$ cat config.mk
export PLATFORM = sky130hd
export DESIGN_NAME = display_scan_ctrl
export DESIGN_NICKNAME = d
export VERILOG_FILES = /design/src/rtl/display_scan_ctrl.sv
export SDC_FILE = /design/constraint.sdc
export NUM_CORES = 1
export LEC_CHECK = 0
export ABC_CLOCK_PERIOD_IN_PS = 6330
export CORE_MARGIN = 3
export CORE_UTILIZATION = 42
export CTS_CLUSTER_SIZE = 25
export DETAILED_ROUTE_END_ITERATION = 8
export PLACE_DENSITY = 0.64
export SLEW_MARGIN = 10
export SYNTH_ARGS = -nofsm -noshare
export SYNTH_HDL_FRONTEND = slang
export SYNTH_SLANG_ARGS = --single-unit
$ cat constraint.sdc
create_clock -name clk -period 6.33 [get_ports clk]
set_input_delay 1.5825 -clock clk [delete_from_list [all_inputs] [get_ports clk]]
set_output_delay 1.5825 -clock clk [all_outputs]
set_load 0.05 [all_outputs]
$ cat src/rtl/display_scan_ctrl.sv
// Time-multiplexed 7-segment scan controller with a frame-aligned double-buffered digit register.
// Define SCAN_BLANK_EN to compile in the per-slot blanking gap (BLANK state).
module display_scan_ctrl #(
   parameter int CLK_HZ       = 27000000,
   parameter int SCAN_HZ      = 1000,
   parameter int N_DIGITS     = 4,
   parameter int BLANK_CYCLES = 270
) (
   input  logic                  clk,
   input  logic                  rst,
   input  logic                  load_i,
   input  logic [4*N_DIGITS-1:0] data_i,
   output logic                  ready_o,
   output logic [N_DIGITS-1:0]   anode_o,
   output logic [3:0]            digit_o,
   output logic                  frame_o
);

   localparam int DIV   = CLK_HZ / SCAN_HZ;
   localparam int CNT_W = $clog2(DIV);
   localparam int IDX_W = $clog2(N_DIGITS);
   localparam logic [CNT_W-1:0] CNT_LAST = CNT_W'(DIV - 1);
   localparam logic [IDX_W-1:0] IDX_LAST = IDX_W'(N_DIGITS - 1);

`ifdef SCAN_BLANK_EN
   localparam bit PARAM_OK = (DIV >= 2) && (N_DIGITS >= 2) &&
                             (BLANK_CYCLES >= 1) && (BLANK_CYCLES < DIV);
   localparam logic [CNT_W-1:0] SHOW_LAST = CNT_W'(DIV - BLANK_CYCLES - 1);

   typedef enum logic {SHOW, BLANK} state_t;
   state_t state_q, state_d;
`else
   localparam bit PARAM_OK = (DIV >= 2) && (N_DIGITS >= 2) && (BLANK_CYCLES >= 0);
`endif

   if (!PARAM_OK) begin : g_bad_params
      $error("display_scan_ctrl: illegal parameter combination");
   end

   logic [CNT_W-1:0]            cnt_q, cnt_d;
   logic [IDX_W-1:0]            idx_q, idx_d;
   logic [N_DIGITS-1:0][3:0]    active_q, active_d;
   logic [N_DIGITS-1:0][3:0]    pend_q, pend_d;
   logic                        pend_valid_q, pend_valid_d;
   logic [N_DIGITS-1:0]         anode_q, anode_d;
   logic [3:0]                  digit_q, digit_d;
   logic                        frame_q, frame_d;
   logic                        wrap, boundary, accept, lit;

   always_comb begin
      wrap     = (cnt_q == CNT_LAST);
      boundary = wrap && (idx_q == IDX_LAST);
      accept   = load_i && !pend_valid_q;

      cnt_d = wrap ? '0 : cnt_q + 1'b1;
      idx_d = idx_q;
      if (wrap) idx_d = (idx_q == IDX_LAST) ? '0 : idx_q + 1'b1;

      // Transfer and accept are exclusive: accept needs an empty buffer, transfer a full one.
      active_d     = active_q;
      pend_d       = pend_q;
      pend_valid_d = pend_valid_q;
      if (boundary && pend_valid_q) begin
         active_d     = pend_q;
         pend_valid_d = 1'b0;
      end else if (accept) begin
         pend_d       = data_i;
         pend_valid_d = 1'b1;
      end

`ifdef SCAN_BLANK_EN
      state_d = state_q;
      case (state_q)
         SHOW:    if (cnt_q == SHOW_LAST) state_d = BLANK;
         BLANK:   if (wrap)               state_d = SHOW;
         default:                         state_d = SHOW;
      endcase
      lit = (state_d == SHOW);
`else
      lit = 1'b1;
`endif

      // Outputs are registered from next-cycle state so they line up with cnt/idx.
      frame_d = boundary;
      anode_d = lit ? ~(N_DIGITS'(1) << idx_d) : '1;
      digit_d = lit ? active_d[idx_d] : digit_q;
   end

   always_ff @(posedge clk or posedge rst) begin
      if (rst) begin
         cnt_q        <= '0;
         idx_q        <= '0;
         active_q     <= '0;
         pend_q       <= '0;
         pend_valid_q <= 1'b0;
         anode_q      <= '1;
         digit_q      <= '0;
         frame_q      <= 1'b0;
`ifdef SCAN_BLANK_EN
         state_q      <= SHOW;
`endif
      end else begin
         cnt_q        <= cnt_d;
         idx_q        <= idx_d;
         active_q     <= active_d;
         pend_q       <= pend_d;
         pend_valid_q <= pend_valid_d;
         anode_q      <= anode_d;
         digit_q      <= digit_d;
         frame_q      <= frame_d;
`ifdef SCAN_BLANK_EN
         state_q      <= state_d;
`endif
      end
   end

   assign ready_o = ~pend_valid_q;
   assign anode_o = anode_q;
   assign digit_o = digit_q;
   assign frame_o = frame_q;

endmodule

# After elaboration in Yosys (flattened, before gate mapping)
# Cells that the tools add are included.
[word_totals]
out_inout_bits = 10
romBits = 0
word_cells = 37
input_bits = 19
ff_bits = 59
ram_bits = 0
latch_bits = 0
n_memories = 0
[classes]
n_reduce_logical = 6
muxes = 8
n_shift = 1
n_eq_ne = 2
div = 0
n_addsub = 2
bitwise = 3
n_mul = 0
n_lt_le_gt_ge = 1
[ops]
columns = ["cell", "count"]
rows = [
  ["$mux 16", 1],
  ["$add 15x1->15 const B", 1],
  ["$eq 15x15->1 const B", 1],
  ["$mux 15", 1],
  ["$bmux 4 s2", 1],
  ["$mux 2", 2],
  ["$mux 4", 1],
  ["$not 4->4", 1],
  ["$shl 1x2->4 const A", 1],
  ["$logic_and 1x1->1", 3],
  ["$lt 2x3->1 const B", 1],
  ["$add 2x1->2 const B", 1],
  ["$eq 2x2->1 const B", 1],
  ["$mux 1", 2],
  ["$not 1->1", 2],
  ["$reduce_and 2->1", 1],
  ["$reduce_bool 2->1", 1],
  ["$logic_not 1->1", 1],
]

# Longest topological paths before layout
[logic_depth]
ltp_word = 6
ltp_mapped = 8
depth_no_buf = 6

# Worst setup path after synthesis
# No wires, ideal clock.
[synth_path]
kind = "input-to-reg"
from = "input load_i"
to = "register pend_q[0] (netlist bit)"
setup_ns = 0.125
stages = 4
required_time_ns = 6.205
path_slack_ns = 3.528
t_arrival_ns = 2.678
path_buffers = 2
cell_sequence = "nor2b_1 -> clkbuf_1 -> clkbuf_1 -> mux2_2"
[synth_between]
elab_chain_len = 2
[synth_lines]
columns = ["item", "line_no", "rtl"]
rows = [
  ["start, declared", "11", "input logic load_i,"],
  ["$logic_and 1x1->1", "53", "accept = load_i && !pend_valid_q;"],
  ["$reduce_and 2->1 (no source line)", "n/a", ""],
  ["end signal, assigned", "106", "pend_q <= pend_d;"],
  ["end, declared", "43", "logic [N_DIGITS-1:0][3:0] pend_q, pend_d;"],
]
# No other way between the ends.
# A chain may end at the register's enable or synchronous reset.

# Final worst setup path
[layout_path]
from = "register anode_q[2] (netlist: anode_o[2])"
to = "output anode_o[2]"
[layout_rtl]
columns = ["item", "line_no", "rtl"]
rows = [
  ["start, declared", "45", "logic [N_DIGITS-1:0] anode_q, anode_d;"],
  ["start signal, assigned", "108", "anode_q <= anode_d;"],
  ["end, declared", "14", "output logic [N_DIGITS-1:0] anode_o,"],
]
# No word-level cell between the ends.

==> flow_metrics.tcl <==
set metrics [dict create \
    met2_usage_pct 22.1 \
    use_met1_pct 17.5 \
    grt_max_degree 60 \
    synth.avg_cell_area_um2 14.2 \
    synth_commonest_cells "55 x dfrtp_1, 34 x mux2_2, 13 x nor2_1, 10 x mux2_4, 8 x nand2_1" \
    crit_path_end_kind "output port" \
    clkSinkCount 59 \
    path_buf_inv 1 \
    ys_types 25 \
    firstDrtPassIters 2 \
    grt_pass1_wl_um 7110 \
    ys_top_cells_by_area "dfrtp_1 56%, mux2_2 16%, mux2_4 6.1%" \
    synth_seq_cells 59 \
    fin_crit_sh_pct 51.0 \
    syn_inst 173 \
    cts.clk_slew.worst_paths_ns 0.06 \
    dp_hpwl_um 2780 \
    critical_path.cell_chain "clkdlybuf4s50_1" \
    max_cap_viol_count 0 \
    max_freq_ghz 0.310 \
    syn2layout_area_growth_pct 22.1 \
    post-route-min-period_ns 3.23 \
    worstMarginPinSlew_ns 1.03 \
    path_class "reg -> out" \
    crit_family "buffers and inverters" \
    leakagePower_uw 0.00146 \
    synth_top_cell_by_area "dfrtp_1" \
    wl_um 4200 \
    hp-class "reg -> reg" \
    n_antenna_cell 0 \
    maxSlewViolCount 0 \
    cp_max_fo 1 \
    status "finished clean" \
    dieArea_um2 6800 \
    rows 27 \
    cts-root-buf "clkbuf_8" \
    n_fill_cell 479 \
    finClkSkew_ns 0.00619 \
    syn_nets 194 \
    peakVddDrop_uv 149 \
    initial_utilization_pct 44.1 \
    clk_path_buf_depth 2 \
    use_met3_pct 5.86 \
    crit_path_top_delay_cell "clkdlybuf4s50_1" \
    layout.nets 230 \
    first_iter_violations 53 \
    synth_ff_type "dfrtp_1" \
    vias_per_cell 4.88 \
    drive_above_1_share_pct 32.2 \
    fin_tns_setup_ns 0 \
    cts-resized-gates 0 \
    cts_tree "yes" \
    rsz0062_at_grt "false" \
    seq_area_frac_synth_pct 60.3 \
    cp.arrival_ns 1.64 \
    synthArstFlopShare_pct 100 \
    postCtsSetupRepairBufs 0 \
    ant_nets 0 \
    yosysWarningCount 0 \
    die_w_um 82.5 \
    wl_per_cell_um 14.7 \
    setup_violations 0 \
    hold_viol 0 \
    core_area_um2 5570 \
    critPathMaxStageDelay_ns 0.80 \
    worst_setup_path_start_kind "flip-flop" \
    synth-edff-count 0 \
    grt_usage_pct 14.5 \
    io-pin-count 29 \
    htree_levels 3 \
    drc 0 \
    io_buffers 28 \
    place_congestion 0.775 \
    hold_buffers 0 \
    numCtsBuffers 9 \
    busiest_layer "met2" \
    clk_latency_ns 0.33 \
    max-slew-margin-rel_pct 29.2 \
    grt_antenna_before_repair 0 \
    grt_remaining_overflow 0 \
    fin_util_pct 53.8 \
    dieHeight_um 82.5 \
    synth_top_area_share_pct 56.0 \
    synth_most_common_cell "dfrtp_1" \
    grt_pass1_vias 1490 \
    syn_area_um2 2460 \
    critical_path_required_ns 4.75 \
    vias 1395 \
    p_per_area_nw_per_um2 245 \
]
[registers in the layout, indices dropped and copies added (netlist names)]
register,flops
active_q,16
anode_o,4
cnt_q,15
digit_o,4
frame_o,1
idx_q,2
pend_q,16
pend_valid_q,1
[cells in the final DEF, fill, tap and decap left out, types with 5 or more instances in the layout]
cell type	count
dfrtp_1	55
mux2_2	34
xnor2_1	7
nand2_1	8
clkdlybuf4s50_1	28
nor2_1	13
mux2_4	10
clkbuf_8	10
nand3_1	5
xor2_1	6
[stage by stage]
step	total power, µW	hold WS (ns)	setup WS, ns	cell area [µm²]	cells
after CTS	746	0.494	3.08	3000	286
after detailed placement	416	0.478	3.18	2810	270
after floorplan	401	0.455	3.30	2460	173
final	736	0.492	3.10	3000	286
after global placement	415	0.474	3.27	2810	270
after global routing	763	0.501	2.97	3000	286
[metal layers]
layer  up-vias  wire length (µm)
met3         8               175
met5         -                 0
met4         0               116
met1       696              1900
met2        22              2000
li1        669                 -
[worst register-to-register path, stage by stage (launching register included)]
cell and delay (ns):
dfrtp_1 0.41, or4b_4 0.56, nor4_2 0.25, buf_4 0.23, mux2i_1 0.87, mux2_2 0.42, mux2_2 0.27
[area by class of cell]
type	count	area [µm²]	area share [%]
sequential	59	1480	49.4
multi-input combinational	103	918	30.6
timing repair buffer	31	303	10.1
clock buffer	14	153	5.09
tap	72	90.1	3.00
clock inverter	2	35.0	1.17
inverter	5	18.8	0.626
[cells by family (layout without fill, tap and decap cells)]
| group | after synthesis | after routing | share of synthesized area, % |
|---|---|---|---|
| fa+ha+maj | 2 | 2 | 1.02 |
| flops | 59 | 59 | 60.3 |
| xor+xnor | 13 | 13 | 4.64 |
| simple gates | 41 | 41 | 8.91 |
| buf+inv | 11 | 52 | 2.29 |
| mux | 46 | 46 | 22.5 |
| compound gates | 1 | 1 | 0.306 |
[power by group]
| group | total, µW | internal [µW] | switching, µW | leakage (µW) |
|---|---|---|---|---|
| Sequential | 385 | 383 | 2.70 | 0.000773 |
| Combinational | 23.4 | 14.0 | 9.46 | 0.000590 |
| Clock | 327 | 193 | 134 | 0.0000947 |
| Total | 736 | 589 | 146 | 0.00146 |
[final timing paths]
check,start,slack [ns],cells past startpoint,to
hold / removal,active_q[12],0.49,1,active_q[12]
min in group asynchronous,rst,1.77,3,pend_q[4]
hold reg to reg,active_q[12],0.49,1,active_q[12]
max in group asynchronous,rst,4.07,3,cnt_q[9]
setup reg to reg,cnt_q[7],3.22,6,digit_o[0]
setup / recovery,anode_o[2],3.10,1,anode_o[2]
Note: power is estimated with default switching activity, not from simulation.
